### src/rtl/ocs_4x4_cfg_sched.sv
// Reconfiguration sequencer for a 4x4 optical circuit switch built from six 2x2 elements.
// Optional build macro OCS_SCHED_PRIO_EN makes requester 0 urgent (bypasses slot hold and round-robin).
module ocs_4x4_cfg_sched #(
    parameter int   P_REQ_NUM   = 4,
    parameter int   P_GUARD_CYC = 16,
    parameter int   P_SLOT_MIN  = 64,
    parameter logic P_BAR       = 1'b0,
    parameter logic P_CROSS     = 1'b1
) (
    input  logic                   i_clk,
    input  logic                   i_rst_n,
    input  logic [P_REQ_NUM-1:0]   i_req_valid,
    input  logic [6*P_REQ_NUM-1:0] i_req_grant,
    output logic [P_REQ_NUM-1:0]   o_req_ready,
    output logic [5:0]             o_grant,
    output logic                   o_link_valid,
    output logic [2:0]             o_owner,
    output logic [15:0]            o_reconfig_cnt
);

    localparam int GW = $clog2(P_GUARD_CYC + 1);
    localparam int HW = $clog2(P_SLOT_MIN + 1);
    localparam logic [GW-1:0] GUARD_LAST = GW'(P_GUARD_CYC - 1);
    localparam logic [HW-1:0] HOLD_LAST  = HW'(P_SLOT_MIN - 1);

    localparam logic [1:0] ST_GUARD  = 2'd0;
    localparam logic [1:0] ST_ACTIVE = 2'd1;
    localparam logic [1:0] ST_ARB    = 2'd2;

    if (P_REQ_NUM < 2 || P_REQ_NUM > 8) begin : g_bad_req_num
        $error("P_REQ_NUM must be in 2..8");
    end
    if (P_BAR == P_CROSS) begin : g_bad_codes
        $error("P_BAR and P_CROSS must differ");
    end

    logic [1:0]           state_r;
    logic [GW-1:0]        guard_r;
    logic [HW-1:0]        hold_r;
    logic [2:0]           ptr_r;
    logic [5:0]           grant_r;
    logic                 link_r;
    logic [P_REQ_NUM-1:0] ready_r;
    logic [2:0]           owner_r;
    logic [15:0]          cnt_r;

    logic [7:0]           valid_pad_s;
    logic [47:0]          grant_pad_s;
    logic [3:0]           cand_s;
    logic                 win_found_s;
    logic [2:0]           win_idx_s;
    logic                 prio_win_s;
    logic [5:0]           req_vec_s;
    logic [P_REQ_NUM-1:0] ready_onehot_s;
    logic [2:0]           ptr_next_s;
    logic                 arb_trigger_s;

    // Round-robin winner search starting at the pointer, plus winner's vector and next pointer
    always_comb begin
        valid_pad_s    = 8'(i_req_valid);
        grant_pad_s    = 48'(i_req_grant);
        win_found_s    = 1'b0;
        win_idx_s      = 3'd0;
        prio_win_s     = 1'b0;
        cand_s         = 4'd0;
        req_vec_s      = grant_pad_s[5:0];
        ready_onehot_s = {P_REQ_NUM{1'b0}};
`ifdef OCS_SCHED_PRIO_EN
        if (valid_pad_s[0]) begin
            win_found_s = 1'b1;
            win_idx_s   = 3'd0;
            prio_win_s  = 1'b1;
        end else begin
        end
`endif
        for (int i = 0; i < P_REQ_NUM; i++) begin
            cand_s = {1'b0, ptr_r} + 4'(i);
            if (cand_s >= 4'(P_REQ_NUM)) begin
                cand_s = cand_s - 4'(P_REQ_NUM);
            end else begin
            end
            if (!win_found_s && valid_pad_s[cand_s[2:0]]) begin
                win_found_s = 1'b1;
                win_idx_s   = cand_s[2:0];
            end else begin
            end
        end
        for (int k = 0; k < 8; k++) begin
            if (win_idx_s == 3'(k)) begin
                req_vec_s = grant_pad_s[6*k +: 6];
            end else begin
            end
        end
        for (int k = 0; k < P_REQ_NUM; k++) begin
            ready_onehot_s[k] = win_found_s && (win_idx_s == 3'(k));
        end
        // An urgent override must not disturb the fairness order of the others
        if (prio_win_s) begin
            ptr_next_s = ptr_r;
        end else if (win_idx_s == 3'(P_REQ_NUM - 1)) begin
            ptr_next_s = 3'd0;
        end else begin
            ptr_next_s = win_idx_s + 3'd1;
        end
`ifdef OCS_SCHED_PRIO_EN
        arb_trigger_s = ((hold_r == HOLD_LAST) && (|i_req_valid)) || i_req_valid[0];
`else
        arb_trigger_s = (hold_r == HOLD_LAST) && (|i_req_valid);
`endif
    end

    // Sequencer: guard blanking, slot hold, single-cycle arbitration and grant update
    always_ff @(posedge i_clk or negedge i_rst_n) begin
        if (!i_rst_n) begin
            state_r <= ST_GUARD;
            guard_r <= {GW{1'b0}};
            hold_r  <= {HW{1'b0}};
            ptr_r   <= 3'd0;
            grant_r <= {6{P_BAR}};
            link_r  <= 1'b0;
            ready_r <= {P_REQ_NUM{1'b0}};
            owner_r <= 3'd0;
            cnt_r   <= 16'd0;
        end else begin
            ready_r <= {P_REQ_NUM{1'b0}};
            case (state_r)
                ST_GUARD: begin
                    if (guard_r == GUARD_LAST) begin
                        state_r <= ST_ACTIVE;
                        link_r  <= 1'b1;
                        hold_r  <= {HW{1'b0}};
                    end else begin
                        guard_r <= guard_r + GW'(1'b1);
                    end
                end
                ST_ACTIVE: begin
                    if (hold_r != HOLD_LAST) begin
                        hold_r <= hold_r + HW'(1'b1);
                    end else begin
                    end
                    if (arb_trigger_s) begin
                        state_r <= ST_ARB;
                    end else begin
                    end
                end
                ST_ARB: begin
                    if (win_found_s) begin
                        ready_r <= ready_onehot_s;
                        owner_r <= win_idx_s;
                        ptr_r   <= ptr_next_s;
                        if (req_vec_s == grant_r) begin
                            state_r <= ST_ACTIVE;
                            hold_r  <= {HW{1'b0}};
                        end else begin
                            // Link drops on the same edge the fabric starts moving
                            grant_r <= req_vec_s;
                            link_r  <= 1'b0;
                            guard_r <= {GW{1'b0}};
                            state_r <= ST_GUARD;
                            if (cnt_r != 16'hFFFF) begin
                                cnt_r <= cnt_r + 16'd1;
                            end else begin
                            end
                        end
                    end else begin
                        state_r <= ST_ACTIVE;
                    end
                end
                default: begin
                    state_r <= ST_GUARD;
                    guard_r <= {GW{1'b0}};
                    link_r  <= 1'b0;
                end
            endcase
        end
    end

    assign o_req_ready    = ready_r;
    assign o_grant        = grant_r;
    assign o_link_valid   = link_r;
    assign o_owner        = owner_r;
    assign o_reconfig_cnt = cnt_r;

endmodule

### config.mk
export PLATFORM = sky130hd
export DESIGN_NAME = ocs_4x4_cfg_sched
export DESIGN_NICKNAME = d
export VERILOG_FILES = /design/src/rtl/ocs_4x4_cfg_sched.sv
export SDC_FILE = /design/constraint.sdc
export NUM_CORES = 1
export LEC_CHECK = 0
export ABC_AREA = 1
export BUFFER_PORTS_ARGS = -buffer_cell sky130_fd_sc_hd__buf_2
export CAP_MARGIN = 20
export CORE_MARGIN = 2
export CORE_UTILIZATION = 25
export CTS_CLUSTER_DIAMETER = 150
export DETAILED_ROUTE_END_ITERATION = 8
export SKIP_LAST_GASP = 1
export SYNTH_ARGS = -nofsm -noshare
export SYNTH_HDL_FRONTEND = slang
export SYNTH_SLANG_ARGS = --single-unit
### constraint.sdc
create_clock -name i_clk -period 5 [get_ports i_clk]
set_input_delay 0 -clock i_clk [delete_from_list [all_inputs] [get_ports i_clk]]
set_output_delay 0 -clock i_clk [all_outputs]
set_load 0.03 [all_outputs]
Yosys cells after proc, flatten, opt, wreduce, memory -nomap -nowiden --
Index checks and enable logic that the tools add are counted.
Word-level totals: bits in registers 47, bits of input ports 30, word-level logic and storage cells 121
Operators by class: $add $sub $neg 11, $lt $le $gt $ge 8, equal/unequal tests 21, muxes and demuxes 48, bitwise gates (word level) 2, reductions and logical operators 22
Operator list (number):
- 6-bit 2-to-1 mux | 7
- 7-bit 2-to-1 mux | 4
- 3-bit 2-to-1 mux | 9
- 7-bit one-hot mux with 3 select lines | 1
- 16-bit by 1-bit adder with 16-bit output (second input constant) | 1
- 3-bit by 4-bit < comparator with 1-bit output (second input constant) | 4
- 16-bit inequality test (second input constant) | 1
- 5-bit 2-to-1 mux | 3
- 5-bit one-hot mux with 3 select lines | 1
- 2-bit inequality test (second input constant) | 7
- 1-bit binary-select mux with 3-bit select | 4
- 3-bit equality test (second input constant) | 4
- 4-bit by 3-bit greater-or-equal comparator with 1-bit output (second input constant) | 3
- 1-bit 2-to-1 mux | 12
- 4-bit AND reduction | 3
- 3-bit subtractor (second input constant) | 4
- 3-bit by 2-bit adder with 4-bit output (second input constant) | 2
- 1-bit logical AND | 8
- 4-bit 2-to-1 mux | 2
- 7-bit by 1-bit adder with 7-bit output (second input constant) | 1
- 7-bit by 6-bit equality test with 1-bit output (second input constant) | 1
- 7-bit by 6-bit inequality test with 1-bit output (second input constant) | 1
- 3-bit by 2-bit equality test with 1-bit output (second input constant) | 2
- 6-bit equality test | 1
- 20 further kinds | 26

Longest topological paths before layout --
Gate-level depths: netlist of run 1.
depth in word-level cells 26, depth in mapped cells 28

Least setup slack after synthesis of run 1 --
No wires, ideal clock.
path kind register to register, start reg ptr_r[0], end reg grant_r[1] (netlist: o_grant[1]), arrival 3.046 ns, required time 4.881 ns, slack 1.835 ns, stages on the path, launching flop included 25, path buffers 2, clock period less this slack 3.165 ns, cells stage by stage dfrtp_1 buf_6 inv_6 ha_1 inv_1 nand3_1 nand3_2 nand4_1 o21ai_0 inv_1 ha_1 inv_2 nor2_1 nor2_1 nand2_1 nand2_1 nand2_1 nand2_1 nand2_1 nor2_4 nand2_4 nand2_2 buf_6 nand2_1 o21a_1
Between the ends: cells in the longest elaborated chain, start to end 25, elaborated cells between the ends (all ways) 54, classes of those cells add/sub: 7; order compare: 4; eq/ne: 8; mux: 27; bitwise: 1; reduce/logical: 7
Ends and longest elaborated chain:
- start, declared | RTL line 40 | logic [2:0] ptr_r;
- start signal, assigned | RTL line 150 | ptr_r <= ptr_next_s;
- branches (longest 13 deep; another with 3-bit by 1-bit adder with 4-bit output)
- 3-bit 2-to-1 mux (*) | RTL line 82 | if (!win_found_s && valid_pad_s[cand_s[2:0]]) begin
- via win_idx_s[0] | RTL line 51 | logic [2:0] win_idx_s;
- 3-bit by 1-bit equality test with 1-bit output | RTL line 89 | if (win_idx_s == 3'(k)) begin
- 6-bit 2-to-1 mux (6 in series) | RTL line 89
- 6-bit 2-to-1 mux (*) | RTL line 89
- 6-bit equality test | RTL line 151 | if (req_vec_s == grant_r) begin
- 1-bit NOT (no source line)
- 3-bit AND reduction (no source line)
- end signal, assigned | RTL line 119 | grant_r <= {6{P_BAR}};
- end signal, assigned | RTL line 156 | grant_r <= req_vec_s;
- end, declared | RTL line 41 | logic [5:0] grant_r;
Mark *: on every way through the listed nets, which the timed path passes. The select of a mux whose other input is x is not followed. A chain may end at the register's enable or synchronous reset.

Worst setup path after layout of run 1 --
start reg ptr_r[0], end reg cnt_r[10] (netlist: o_reconfig_cnt[10])
Between the ends: cells in the longest elaborated chain, start to end 25, elaborated cells between the ends (all ways) 54, classes of those cells add/sub: 7; order compare: 4; eq/ne: 8; mux: 27; bitwise: 1; reduce/logical: 7
Ends and longest elaborated chain:
- branches (longest 13 deep; another with 3-bit by 1-bit adder with 4-bit output)
- 3-bit 2-to-1 mux (*) | RTL line 82
- via win_idx_s[0] | RTL line 51
- 3-bit by 1-bit equality test with 1-bit output | RTL line 89
- 6-bit 2-to-1 mux (6 in series) | RTL line 89
- 6-bit 2-to-1 mux (*) | RTL line 89
- 6-bit equality test (*) | RTL line 151
- 1-bit NOT (no source line) (*)
- 4-bit AND reduction (no source line) (*)
- end signal, assigned | RTL line 161 | cnt_r <= cnt_r + 16'd1;
- end, declared | RTL line 45 | logic [15:0] cnt_r;
Marks and branches as above.

==> results.py, run 1 <==
metrics = {
    "clock_tree": {
        "htreeDepth": 2,
        "clkLatencyLatePin_ps": 290,
        "cts.clk_slew.worst_paths_ps": 60,
        "tritoncts": "done",
        "cts-buffers-inserted": 5,
        "postCtsSetupRepairBufs": 0,
        "post_cts_resized": 0,
        "cts_buffer_depth": 2,
        "clockRootBuffer": "clkbuf_16",
        "cts.sinks": 47,
    },
    "critical_path": {
        "max_stage_delay_ps": 580,
        "crit_arrival_ps": 4130,
        "cp_top_family": "simple AND/OR/NAND/NOR gates",
        "path_buf_inv": 3,
        "critPathRequiredTime_ps": 5170,
        "cp-start-kind": "flip-flop",
        "cp_slowest_cell": "dfrtp_1",
        "crit_type": "flip-flop to flip-flop",
        "crit_chain": "inv_6, ha_1, inv_1, nand3_1, nand3_2, nand4_1, o21ai_0, ha_1, inv_1, or2_2, nand3_1, a21oi_4, nand2_4, nand3_4, nand2_1, o21ai_2",
        "crit_fanout": 31,
        "worstSetupEndpointType": "flip-flop",
    },
    "final_layout": {
        "final_common_cell": "nand2_1",
        "design_area_sq_um": 3859,
        "nFillCells": 1366,
        "antenna_cells": 0,
        "mostFrequentLayoutCells": "130 x nand2_1, 59 x buf_2, 49 x inv_1, 47 x dfrtp_1, 44 x nor2_1",
        "multiInputGateArea_sq_um": 1740,
        "syn_to_final_growth_pct": 20.05,
        "final_nets": 535,
        "seq_area_sq_um": 1176,
        "drive_above_1_share": 0.2399,
    },
    "route": {
        "wire_per_inst_um": 10.81,
        "route.detailed.drc": 0,
        "detail-route-antenna-nets": 0,
        "drtIter0Drc": 154,
        "avgViaCountPerCell": 4.274,
        "vias": 2855,
        "wl_mm": 7.220,
        "firstDrtPassIters": 4,
    },
    "sta": {
        "worstMarginPinSlew_ps": 607.7,
        "slew_headroom": 0.5948,
        "fin_tns_setup_ps": 0,
        "hold_viol_final": 0,
        "fin_skew_ps": 10.03,
        "fmax_mhz": 252.4,
        "report.final.slew_viol_count": 0,
        "finalSetupViolCount": 0,
        "rsz0062_at_grt": "false",
        "fin_crit_sh": 0.7925,
        "post-route-min-period_ps": 3963,
    },
    "global_routing": {
        "grt_use_met3": 0.02772,
        "use_met1": 0.1468,
        "grt_busiest_layer": "met2",
        "grt_pass1_wl_mm": 12.54,
        "grt.overflow.total": 0,
        "met2_usage": 0.1729,
        "grt_antenna_before_repair": 0,
        "grt_pass1_vias": 2738,
        "grt.total_usage": 0.1084,
        "grt_max_degree": 48,
    },
    "logic_synthesis": {
        "synth-seq-cells": 47,
        "synth_cell_types": 38,
        "yosys_warnings": 0,
        "synth_async_sr_flop_share": 1.000,
        "post_synth.cell_area_avg_sq_um": 7.406,
        "synth_fp_nets": 474,
        "netlist_instances": 434,
        "ys_seq_area_frac": 0.3659,
        "ys.flop_type": "dfrtp_1",
        "mappedNetlistArea_sq_um": 3214,
        "synth-edff-count": 0,
    },
    "power_and_ir_drop": {
        "power_density_nw_per_um2": 226.5,
        "clockPowerShare": 0.486,
        "p_sw_frac": 0.2087,
        "combPwrFrac": 0.079,
        "p_total_uw": 873.9,
        "intPower_uw": 691.5,
        "p_leak_uw": 0.001878,
        "switchingPower_uw": 182.4,
        "irDropWorstVdd_uv": 101.3,
        "pwr-share-seq": 0.435,
    },
    "floorplanning": {
        "dieArea_sq_um": 13780,
        "core_area_sq_um": 12570,
        "rows": 41,
        "initial_utilization": 0.2557,
        "pin_count": 60,
        "dieHeight_um": 117.4,
        "die_w_um": 117.4,
    },
    "hold_path": {
        "hold_class": "input pin to flip-flop",
    },
    "run": {
        "drv_cap": 0,
    },
    "place": {
        "dpl_cell_area_sq_um": 3660,
        "io_buffers": 59,
        "gp_congestion": 0.8890,
        "dpl.hpwl_mm": 5.629,
    },
    "run_status": {
        "run_status": "finished, final reports clean",
    },
}
registers in the layout, summed over array words and instances, names as in the netlist:
signal / count
o_reconfig_cnt: 16
guard_r: 5
o_link_valid: 1
hold_r: 7
o_req_ready: 4
ptr_r: 3
o_owner: 3
state_r: 2
o_grant: 6
worst register-to-register path, cell delays in order (launching register included):
cell,delay (ps)
dfrtp_1,580
inv_6,70
ha_1,350
inv_1,110
nand3_1,100
nand3_2,110
nand4_1,140
o21ai_0,460
ha_1,470
inv_1,170
or2_2,320
nand3_1,130
a21oi_4,90
nand2_4,130
nand3_4,350
nand2_1,210
o21ai_2,70
cell type report:
cell class	count	share of cell area
Clock buffer	6	0.03340
Clock inverter	2	0.01556
Inverter	58	0.05837
Multi-Input combinational cell	322	0.4510
Sequential cell	47	0.3048
Tap cell	172	0.05577
Timing Repair Buffer	61	0.08106
synth_stat cells, types with 2 or more instances:
cell        n  area, sq um
or2_2       3        18.77
xor2_1      9        78.83
nand3_1    37        185.2
nand3_2     4        40.04
or2_1       3        18.77
o21ai_1     2        10.01
nor2_1     44        165.2
buf_6       6        67.56
dfrtp_1    47         1176
nand4_1    11        68.82
ha_1       10        125.1
inv_2       7        26.28
o21a_1      3        22.52
nand2_2    10        62.56
nor2_2      3        18.77
nand2_1   130        488.0
inv_1      49        183.9
o21ai_0     5        25.02
a21oi_1     6        30.03
xnor2_1     9        78.83
o21ai_2    15        131.4
nor3_1      4        20.02
nand3b_1    2        15.01
layer usage:
layer	routed length, um	share of wire
met5	0	0
met4	80	0.011
met3	387	0.054
met2	3275	0.45
met1	3476	0.48
power groups by stage:
stage / registers, uW / clock network (uW) / logic, uW
after floorplan: 387 / 0 / 40.7
after global placement: 387 / 0 / 68.4
after detailed placement: 387 / 0 / 69.2
after CTS: 380 / 437 / 70.3
after global routing: 380 / 451 / 79.8
final: 380 / 425 / 68.9
worst paths after layout:
kind	startpoint	to	slack, ps	cells past startpoint
worst max register to register	ptr_r[0]	o_reconfig_cnt[10]	1040	16
min in group asynchronous	i_rst_n	o_grant[5]	340	3
max in group asynchronous	i_rst_n	hold_r[1]	4250	3
worst min register to register	o_owner[0]	o_owner[0]	480	2
worst max-delay path	ptr_r[0]	o_reconfig_cnt[10]	1040	16
worst min-delay path	i_req_valid[3]	state_r[1]	40	3
metrics by stage:
step / hold slack, ps / instances / util / setup WS [ps]
after global routing: 85.27 / 668 / 0.3070 / 556.9
after detailed placement: 146.9 / 659 / 0.2912 / 974.3
after global placement: 134.9 / 659 / 0.2912 / 1183
after CTS: 41.94 / 668 / 0.3070 / 975.0
after floorplan: -295.6 / 434 / - / 1835
final: 39.18 / 668 / 0.3070 / 1037
timing repair:
action | 4_1_cts | 5_1_grt
endpoints found under the setup margin | 0 | 0
endpoints found under the hold margin | 47 | 0
hold buffers | 1 | 0
logic make-up (layout without fill, tap and decap cells):
group                    after synthesis  after routing  synth area share
AO/OA/AOI/OAI                         37             37           0.08525
XOR/XNOR                              18             18           0.04905
adder cells (fa/ha/maj)               10             10           0.03893
buffers and inverters                 65            127           0.09264
flip-flops                            47             47            0.3659
AND/OR/NAND/NOR                      257            257            0.3682
Note: power is estimated with default switching activity, not from simulation.
==> run 2, diff against run 1 <==
Settings changed: ABC_AREA 1 to 0.
Clock period 5 ns to 3.85 ns, I/O delays scaled along.
==> results.py, run 2 <==
metrics = {
    "run_status": {
        "run_status": "finished, final reports clean",
    },
    "global_routing": {
        "grt.overflow.total": 0,
        "grt_use_met3": 0.02484,
        "grt_busiest_layer": "met2",
        "grt_pass1_wl_mm": 12.24,
        "grt_max_degree": 48,
        "grt_pass1_vias": 2496,
        "grt.total_usage": 0.1167,
        "met2_usage": 0.1928,
        "use_met1": 0.1555,
        "grt_antenna_before_repair": 0,
    },
    "clock_tree": {
        "clkLatencyLatePin_ps": 290,
        "htreeDepth": 2,
        "cts.clk_slew.worst_paths_ps": 60,
        "cts_buffer_depth": 2,
        "clockRootBuffer": "clkbuf_16",
        "cts-buffers-inserted": 5,
        "cts.sinks": 47,
        "tritoncts": "done",
    },
    "floorplanning": {
        "initial_utilization": 0.2574,
        "rows": 39,
        "dieHeight_um": 112.7,
        "dieArea_sq_um": 12690,
        "core_area_sq_um": 11470,
        "pin_count": 60,
        "die_w_um": 112.7,
    },
    "logic_synthesis": {
        "post_synth.cell_area_avg_sq_um": 9.521,
        "ys_seq_area_frac": 0.3985,
        "yosys_warnings": 0,
        "synth_common_cells": "47 x dfrtp_1, 30 x xnor2_1, 24 x nand2_1",
        "synth-edff-count": 0,
        "netlist_instances": 310,
        "yosys.area.top_type_share": 0.3985,
        "synth_async_sr_flop_share": 1.000,
        "synth_top_family_by_area": "simple AND/OR/NAND/NOR gates",
        "synth_cell_types": 58,
        "synth_compound_area_frac": 0.1475,
        "ys.flop_type": "dfrtp_1",
        "synth_fa_ha_area_frac": 0.04239,
        "mappedNetlistArea_sq_um": 2952,
        "synthTopCellsByArea": "dfrtp_1 40%, xnor2_1 8.9%, mux2i_1 4.4%",
        "synth_mux_area_frac": 0.06316,
        "synth_fp_nets": 350,
        "synth.most_common_cell": "dfrtp_1",
        "synth-seq-cells": 47,
        "synthXorXnorAreaFrac": 0.09792,
        "synthSimpleGateAreaFrac": 0.2098,
        "synth_top_cell_by_area": "dfrtp_1",
    },
    "sta": {
        "report.final.slew_viol_count": 0,
        "slew_headroom": 0.3317,
        "setup_slack_ps": 58.76,
        "whs_ps": 19.91,
        "fmax_mhz": 263.8,
        "worstMarginPinSlew_ps": 999.3,
        "rsz0062_at_grt": "true",
        "post-route-min-period_ps": 3791,
        "finalSetupViolCount": 0,
        "fin_skew_ps": 3.116,
        "hold_viol_final": 0,
        "fin_crit_sh": 0.9847,
    },
    "final_layout": {
        "largest_reg_flops": 16,
        "finalNonFillerCells": 534,
        "nFillCells": 1171,
        "mostFrequentLayoutCells": "59 x buf_2, 47 x dfrtp_1, 30 x xnor2_1, 21 x nand2_1, 21 x buf_4",
        "syn_to_final_growth_pct": 32.22,
        "drive_above_1_share": 0.3146,
        "final_common_cell": "buf_2",
        "antenna_cells": 0,
        "final_nets": 430,
    },
    "route": {
        "wire_per_inst_um": 14.37,
        "detail-route-antenna-nets": 0,
        "avgViaCountPerCell": 4.886,
        "drtIter0Drc": 115,
        "firstDrtPassIters": 4,
        "route.detailed.drc": 0,
        "wl_mm": 7.676,
        "vias": 2609,
    },
    "place": {
        "dpl_worst_slack_ps": -90.35,
        "placed_cells": 518,
        "dpl.hpwl_mm": 5.387,
        "io_buffers": 59,
        "gp_congestion": 0.8182,
    },
    "run": {
        "drv_cap": 0,
    },
    "critical_path": {
        "cp-start-kind": "flip-flop",
        "startpoint": "ptr_r[0]",
        "critPathRequiredTime_ps": 4030,
        "crit_type": "flip-flop to flip-flop",
        "crit_fanout": 7,
        "timing.rr.start": "ptr_r[0]",
        "worstSetupEndpointType": "flip-flop",
        "crit_arrival_ps": 3970,
    },
    "power_and_ir_drop": {
        "p_leak_uw": 0.001710,
        "irDropWorstVdd_uv": 650.9,
        "power_density_nw_per_um2": 866.7,
    },
    "hold_path": {
        "hold_class": "input pin to flip-flop",
        "hold_path.startpoint": "i_req_grant[18]",
    },
}
run 2: logic make-up after synthesis:
group / after synthesis
buffers and inverters: 28
xor gates and xnor gates: 33
AOI/OAI and AO/OA: 61
and+or+nand+nor: 115
DFF: 47
muxes: 16
adders and majority gates: 10
run 2: final cells by class:
cell class / instances / area, sq um / area share
multi-input cells: 236 / 1844 / 0.4726
clock buffers: 7 / 132.6 / 0.03399
repair buffers: 84 / 505.5 / 0.1295
clock inverters: 1 / 5.005 / 0.001282
flip-flops and latches: 47 / 1176 / 0.3014
well taps: 143 / 178.9 / 0.04585
inverters: 16 / 60.06 / 0.01539
run 2: critical path: stages (launching register included):
cell	delay, ps
dfrtp_1	360
inv_2	70
ha_4	270
mux4_2	570
nand2_4	110
nand2_2	60
o32ai_4	250
inv_2	90
ha_4	220
mux2i_4	200
xor2_1	140
a222oi_1	380
buf_4	190
nand4b_4	140
or4b_4	470
xnor2_1	140
run 2: repair_timing:
action | 4_1_cts | 5_1_grt
endpoints found under the hold margin | 47 | 0
pin swaps | 0 | 11
setup buffers | 0 | 6
cloned | 0 | 1
gates resized for setup | 4 | 28
hold buffers | 1 | 0
setup endpoints to repair | 13 | 33
run 2: stage by stage:
stage / util / setup TNS, ps / area [sq um] / total power, uW
finish: 0.3403 / 0 / 3902 / 3382
global route: 0.3403 / -582.5 / 3902 / 3657
floorplan: - / 0 / 2992 / 2043
global placement: 0.3088 / 0 / 3541 / 2483
CTS: 0.3232 / 0 / 3706 / 2988
detailed placement: 0.3088 / -445.5 / 3541 / 2533
run 2: power by group:
part	switching (uW)	internal (uW)	leakage [uW]
Sequential	152	623	0.000589
Clock	183	240	0.0000679
Combinational	1180	1000	0.00105
run 2: worst paths after layout:
path	end	slack (ps)	cells past startpoint
setup / recovery	o_reconfig_cnt[15]	60	15
hold / removal	o_grant[0]	20	3
setup reg to reg	o_reconfig_cnt[15]	60	15
hold reg to reg	o_owner[2]	480	1
max in group asynchronous	o_reconfig_cnt[2]	3080	3
min in group asynchronous	guard_r[2]	360	3
run 2: metal layers:
layer / wire (um) / share of wire / vias to the layer above
met2: 3765 / 0.49 / 51
met1: 3510 / 0.46 / 1265
met3: 324 / 0.042 / 7
met5: 0 / 0 / -
met4: 76 / 0.0099 / 0
li1: - / - / 1286
